--- src/rtl/pipe_add_atr.sv ---
// pipe_add_atr: chunked carry-pipelined add/sub/inc/pass with valid/ready stall; PIPE_ADD_SAT_EN adds unsigned saturation
module pipe_add_atr #(
    parameter int WIDTH  = 8,
    parameter int STAGES = 2
) (
    input  logic             clk,
    input  logic             rst,
    input  logic             in_valid,
    output logic             in_ready,
    input  logic [WIDTH-1:0] in_a,
    input  logic [WIDTH-1:0] in_b,
    input  logic             in_ci,
    input  logic [1:0]       in_mode,
    output logic             out_valid,
    input  logic             out_ready,
    output logic [WIDTH-1:0] out_sum,
    output logic             out_co
`ifdef PIPE_ADD_SAT_EN
    ,
    output logic             out_sat
`endif
);
    localparam int CW = WIDTH / STAGES;
    localparam logic [1:0] M_ADD  = 2'b00;
    localparam logic [1:0] M_SUB  = 2'b01;
    localparam logic [1:0] M_PASS = 2'b11;

    if (STAGES < 1 || WIDTH % STAGES != 0) begin : g_bad_cfg
        $error("pipe_add_atr: WIDTH must be a positive multiple of STAGES");
    end

    logic                           stall;
    logic [STAGES-1:0]              v_q, v_d, c_q, c_d;
    logic [STAGES-1:0][WIDTH-1:0]   a_q, a_d, b_q, b_d, s_q, s_d;
    logic [STAGES-1:0][1:0]         m_q, m_d;
`ifdef PIPE_ADD_SAT_EN
    logic                           sat_q, sat_d;
    assign out_sat = sat_q;
`endif

    assign stall     = out_valid & ~out_ready;
    assign in_ready  = ~stall;
    assign out_valid = v_q[STAGES-1];
    assign out_sum   = s_q[STAGES-1];
    assign out_co    = c_q[STAGES-1];

    // per stage: add one chunk with the carry registered by the previous stage, skew the rest along
    always_comb begin
        logic [WIDTH-1:0] pa, pb, ps;
        logic [1:0]       pm;
        logic [CW:0]      t;
        logic             pc, pv, co;
        int               j;
        v_d = v_q;
        c_d = c_q;
        a_d = a_q;
        b_d = b_q;
        s_d = s_q;
        m_d = m_q;
`ifdef PIPE_ADD_SAT_EN
        sat_d = sat_q;
`endif
        pa = '0;
        pb = '0;
        ps = '0;
        pm = '0;
        pc = 1'b0;
        pv = 1'b0;
        co = 1'b0;
        t  = '0;
        j  = 0;
        for (int k = 0; k < STAGES; k++) begin
            j  = (k > 0) ? k - 1 : 0;
            pa = (k == 0) ? in_a : a_q[j];
            pb = (k > 0) ? b_q[j] : (in_mode == M_ADD) ? in_b : (in_mode == M_SUB) ? ~in_b : '0;
            pc = (k > 0) ? c_q[j] : (in_mode == M_ADD) ? in_ci : (in_mode != M_PASS);
            pm = (k == 0) ? in_mode : m_q[j];
            pv = (k == 0) ? in_valid : v_q[j];
            ps = (k == 0) ? '0 : s_q[j];
            t  = {1'b0, pa[k*CW +: CW]} + {1'b0, pb[k*CW +: CW]} + {{CW{1'b0}}, pc};
            ps[k*CW +: CW] = t[CW-1:0];
            co = t[CW];
            if (!stall) begin
                v_d[k] = pv;
                a_d[k] = pa;
                b_d[k] = pb;
                m_d[k] = pm;
                s_d[k] = ps;
                c_d[k] = co;
            end
        end
        if (!stall) begin
            c_d[STAGES-1] = co & (pm != M_PASS);
`ifdef PIPE_ADD_SAT_EN
            sat_d = (pm == M_SUB) ? ~co : (pm != M_PASS) & co;
            s_d[STAGES-1] = !sat_d ? ps : (pm == M_SUB) ? '0 : '1;
`endif
        end
    end

    // stage registers; reset clears valids and the visible result
    always_ff @(posedge clk) begin
        if (rst) begin
            v_q <= '0;
            c_q <= '0;
            a_q <= '0;
            b_q <= '0;
            s_q <= '0;
            m_q <= '0;
`ifdef PIPE_ADD_SAT_EN
            sat_q <= 1'b0;
`endif
        end else begin
            v_q <= v_d;
            c_q <= c_d;
            a_q <= a_d;
            b_q <= b_d;
            s_q <= s_d;
            m_q <= m_d;
`ifdef PIPE_ADD_SAT_EN
            sat_q <= sat_d;
`endif
        end
    end
endmodule

--- config.mk ---
export PLATFORM = sky130hd
export DESIGN_NAME = pipe_add_atr
export DESIGN_NICKNAME = d
export VERILOG_FILES = /design/src/rtl/pipe_add_atr.sv
export SDC_FILE = /design/constraint.sdc
export NUM_CORES = 1
export LEC_CHECK = 0
export CAP_MARGIN = 0
export CORE_UTILIZATION = 40
export CTS_CLUSTER_DIAMETER = 60
export DETAILED_ROUTE_END_ITERATION = 8
export PLACE_DENSITY = 0.67
export SYNTH_ARGS = -nofsm -noshare
export SYNTH_HDL_FRONTEND = slang
export SYNTH_SLANG_ARGS = --single-unit
--- constraint.sdc ---
create_clock -name clk -period 6.78 [get_ports clk]
set_input_delay 1.356 -clock clk [delete_from_list [all_inputs] [get_ports clk]]
set_output_delay 1.356 -clock clk [all_outputs]
set_load 0.1 [all_outputs]
==> run_results.csv <==
group,metric,value,unit
pwr,power.leakage,0.653,nW
setup_path,start_kind,"input port",
clock_tree,clk_pin_slew_worst_paths,0.13,ns
setup_path,cpLargestDelayFamily,"buffers and inverters",
grt,first_global_vias,1000,
routing,vias,1101,
sta,worst_slew_pin_slew,1.06,ns
synth,synth_xor_xnor_area_share,6.38,%
synth,synth_top_family_by_area,"simple AND/OR/NAND/NOR gates",
floorplan,rows,20,
placement,gp_congestion,0.706,
setup_path,worstPathMaxFanout,32,
sta,maxSlewViolCount,0,
routing,drc,0,
sta,timing.final.crit_period,5.01,ns
synth,yosysTopAreaCellShare,37.9,%
floorplan,chipWidth,60.6,microns
synth,postSynthCellCount,160,
routing,viasPerCell,4.94,
final_layout,num-fill-cells,332,
final_layout,drive_gt1_share,4.47,%
floorplan,core,3150,sq um
floorplan,die-area,3670,sq um
final_layout,utilization,52.9,%
final_layout,diodes,0,
clock_tree,numCtsBuffers,3,
synth,synth_fa_ha_area_share,11.3,%
clock_tree,ctsResizeCount,0,
clock_tree,cts_root_buffer,"clkbuf_4",
sta,fin_crit_sh,73.8,%
worst_hold_path,hold_path_class,"flop to flop",
synth,syn-cell-area,1370,sq um
routing,drt_pass1_iterations,4,
routing,antenna_left,0,
synth,synth_seq_cells,26,
run,cap_violations,0,
grt,grt-ovfl-total,0,
placement,io_buffers,33,
setup_path,critPathRequiredTime,5.42,ns
clock_tree,ctsHtreeMaxLevel,1,
routing,routed_wl,2530,microns
synth,synth_area_leader_cell,"dfxtp_1",
synth,synth-simple-area-share,18.7,%
placement,hpwl,1890,microns
synth,synth.area.mux_share,0,%
floorplan,io_pins,34,
setup_path,slowest_delay,1.21,ns
sta,max_freq,200,MHz
synth,yosys_warnings,0,
clock_tree,clock_sinks,26,
setup_path,worst_setup_path_end_kind,"output pin",
synth,synth_nets,193,
pwr,ir_drop,0.135,mV
grt,antenna_found_initial,0,
sta,setup_tns,0,ns
clock_tree,clk_path_buf_depth,2,
clock_tree,clock_latency,0.32,ns
setup_path,crit_chain,"clkdlybuf4s50_1 -> nor2b_2 -> buf_4 -> inv_2 -> clkdlybuf4s50_1",
clock_tree,cts_setup_buffers,0,
clock_tree,cts_tree,"done",
final_layout,layout.nets,214,
synth,synth_compound_area_share,15.6,%
setup_path,crit_slowest_cell,"clkdlybuf4s50_1",
setup_path,crit_arrival,3.65,ns
sta,setup_viol,0,
synth,synthDistinctLibCells,27,
floorplan,initial_core_util,43.5,%
floorplan,die_h,60.6,microns
setup_path,path_buf_inv,4,
setup_path,path_class,"input port to output pin",
setup_path,r2r_slack,5.15,ns
setup_path,cpMostUsedCell,"clkdlybuf4s50_1",
routing,route.detailed.wl_per_inst,11.3,microns
grt,grt_pass1_wl,4150,microns
synth,synth_area_leaders,"dfxtp_1, nand2_1, a21oi_1",
routing,drtIter0Drc,20,
final_layout,final_cell_mix,"nand2_1, clkdlybuf4s50_1, dfxtp_1",
clock_tree,cts-hold-fix-buffers,0,
status,status,"completed",
grt,grt_max_degree,33,
grt,grt_util_all_layers,15.4,%
synth,synth-seq-area-share,37.9,%
sta,maxSlewHeadroom,29.1,%
sta,hold_viol,0,
sta,skew,0.00383,ns
sta,rsz0062_at_grt,"no",
final_layout,area_growth,21.5,%
synth,syn_area_per_cell,8.58,sq um
pwr,p_per_area,208,nW/um^2
per-stage QoR:
step                      hold slack (ns)  power [mW]  std cells  area [sq um]  worst slack [ns]
after floorplan                     0.432       0.263        160          1370              3.47
after global placement              0.438       0.286        220          1650              1.81
after detailed placement            0.447       0.288        220          1650              1.78
after CTS                           0.466       0.350        223          1670              1.78
after global routing                0.484       0.368        223          1670              1.69
final                               0.464       0.347        223          1670              1.77
state kept, by name (all words and copies together), names as in the netlist:
register  cells
a_q           4
b_q           4
c_q           2
m_q           2
out_sum       8
s_q           4
v_q           2
per-layer routing:
layer	GRT usage, %	share of wire (%)	vias up	wire length (microns)
li1	-	-	565	-
met1	16.8	42	509	1070
met2	28.4	51	23	1300
met3	4.69	4.5	4	114
met4	4.87	1.7	0	43
met5	0	0	-	0
worst register-to-register path: stages, from the launching register on:
cell and delay [ns]:
dfxtp_1 0.33, inv_1 0.07, fa_1 0.45, inv_1 0.09
fa_1 0.40, nand2_1 0.07, a21oi_1 0.07
layout make-up:
cell class	instances	area, sq um	area share (%)
well taps	44	55.1	3.30
inverters	5	18.8	1.13
multi-input cells	111	713	42.8
repair buffers	34	338	20.3
flip-flops and latches	26	520	31.2
clock buffers	3	22.5	1.35
cell usage after synthesis:
master,count
nand2_1,33
nor2b_1,1
o211ai_1,1
nor2_1,9
buf_2,6
nor3_1,1
nand3_1,2
a21oi_1,20
xnor2_1,10
buf_6,2
a21o_1,2
nand4_1,1
a211oi_1,5
inv_1,4
a2111o_1,2
fa_1,4
or3_1,4
dfxtp_1,26
a21oi_2,2
buf_4,8
ha_1,6
o21ai_1,1
clkbuf_1,2
inv_2,1
nand3b_1,5
a211o_1,1
nor2b_2,1
report_power, final:
| group | switching (mW) | internal [mW] |
|---|---|---|
| Sequential | 0.00651 | 0.166 |
| Combinational | 0.0699 | 0.0414 |
| Clock | 0.0424 | 0.0209 |
kinds of logic (layout without fill, tap and decap cells):
| logic type | Yosys count | count (layout) |
|---|---|---|
| simple gates | 57 | 57 |
| flops | 26 | 26 |
| fa+ha+maj | 10 | 10 |
| xor+xnor | 10 | 10 |
| compound gates | 34 | 34 |
| buf+inv | 23 | 42 |
final timing paths:
check,end,cells after the start,start
worst max-delay path,in_ready,5,out_ready
worst min-delay path,out_sum[2]$_SDFFE_PP0N_,2,out_sum[2]$_SDFFE_PP0N_
worst max register to register,out_sum[5]$_SDFFE_PP0N_,6,c_q[0]$_SDFFE_PP0N_
worst min register to register,out_sum[2]$_SDFFE_PP0N_,2,out_sum[2]$_SDFFE_PP0N_
(Power assumes the default switching activity.)
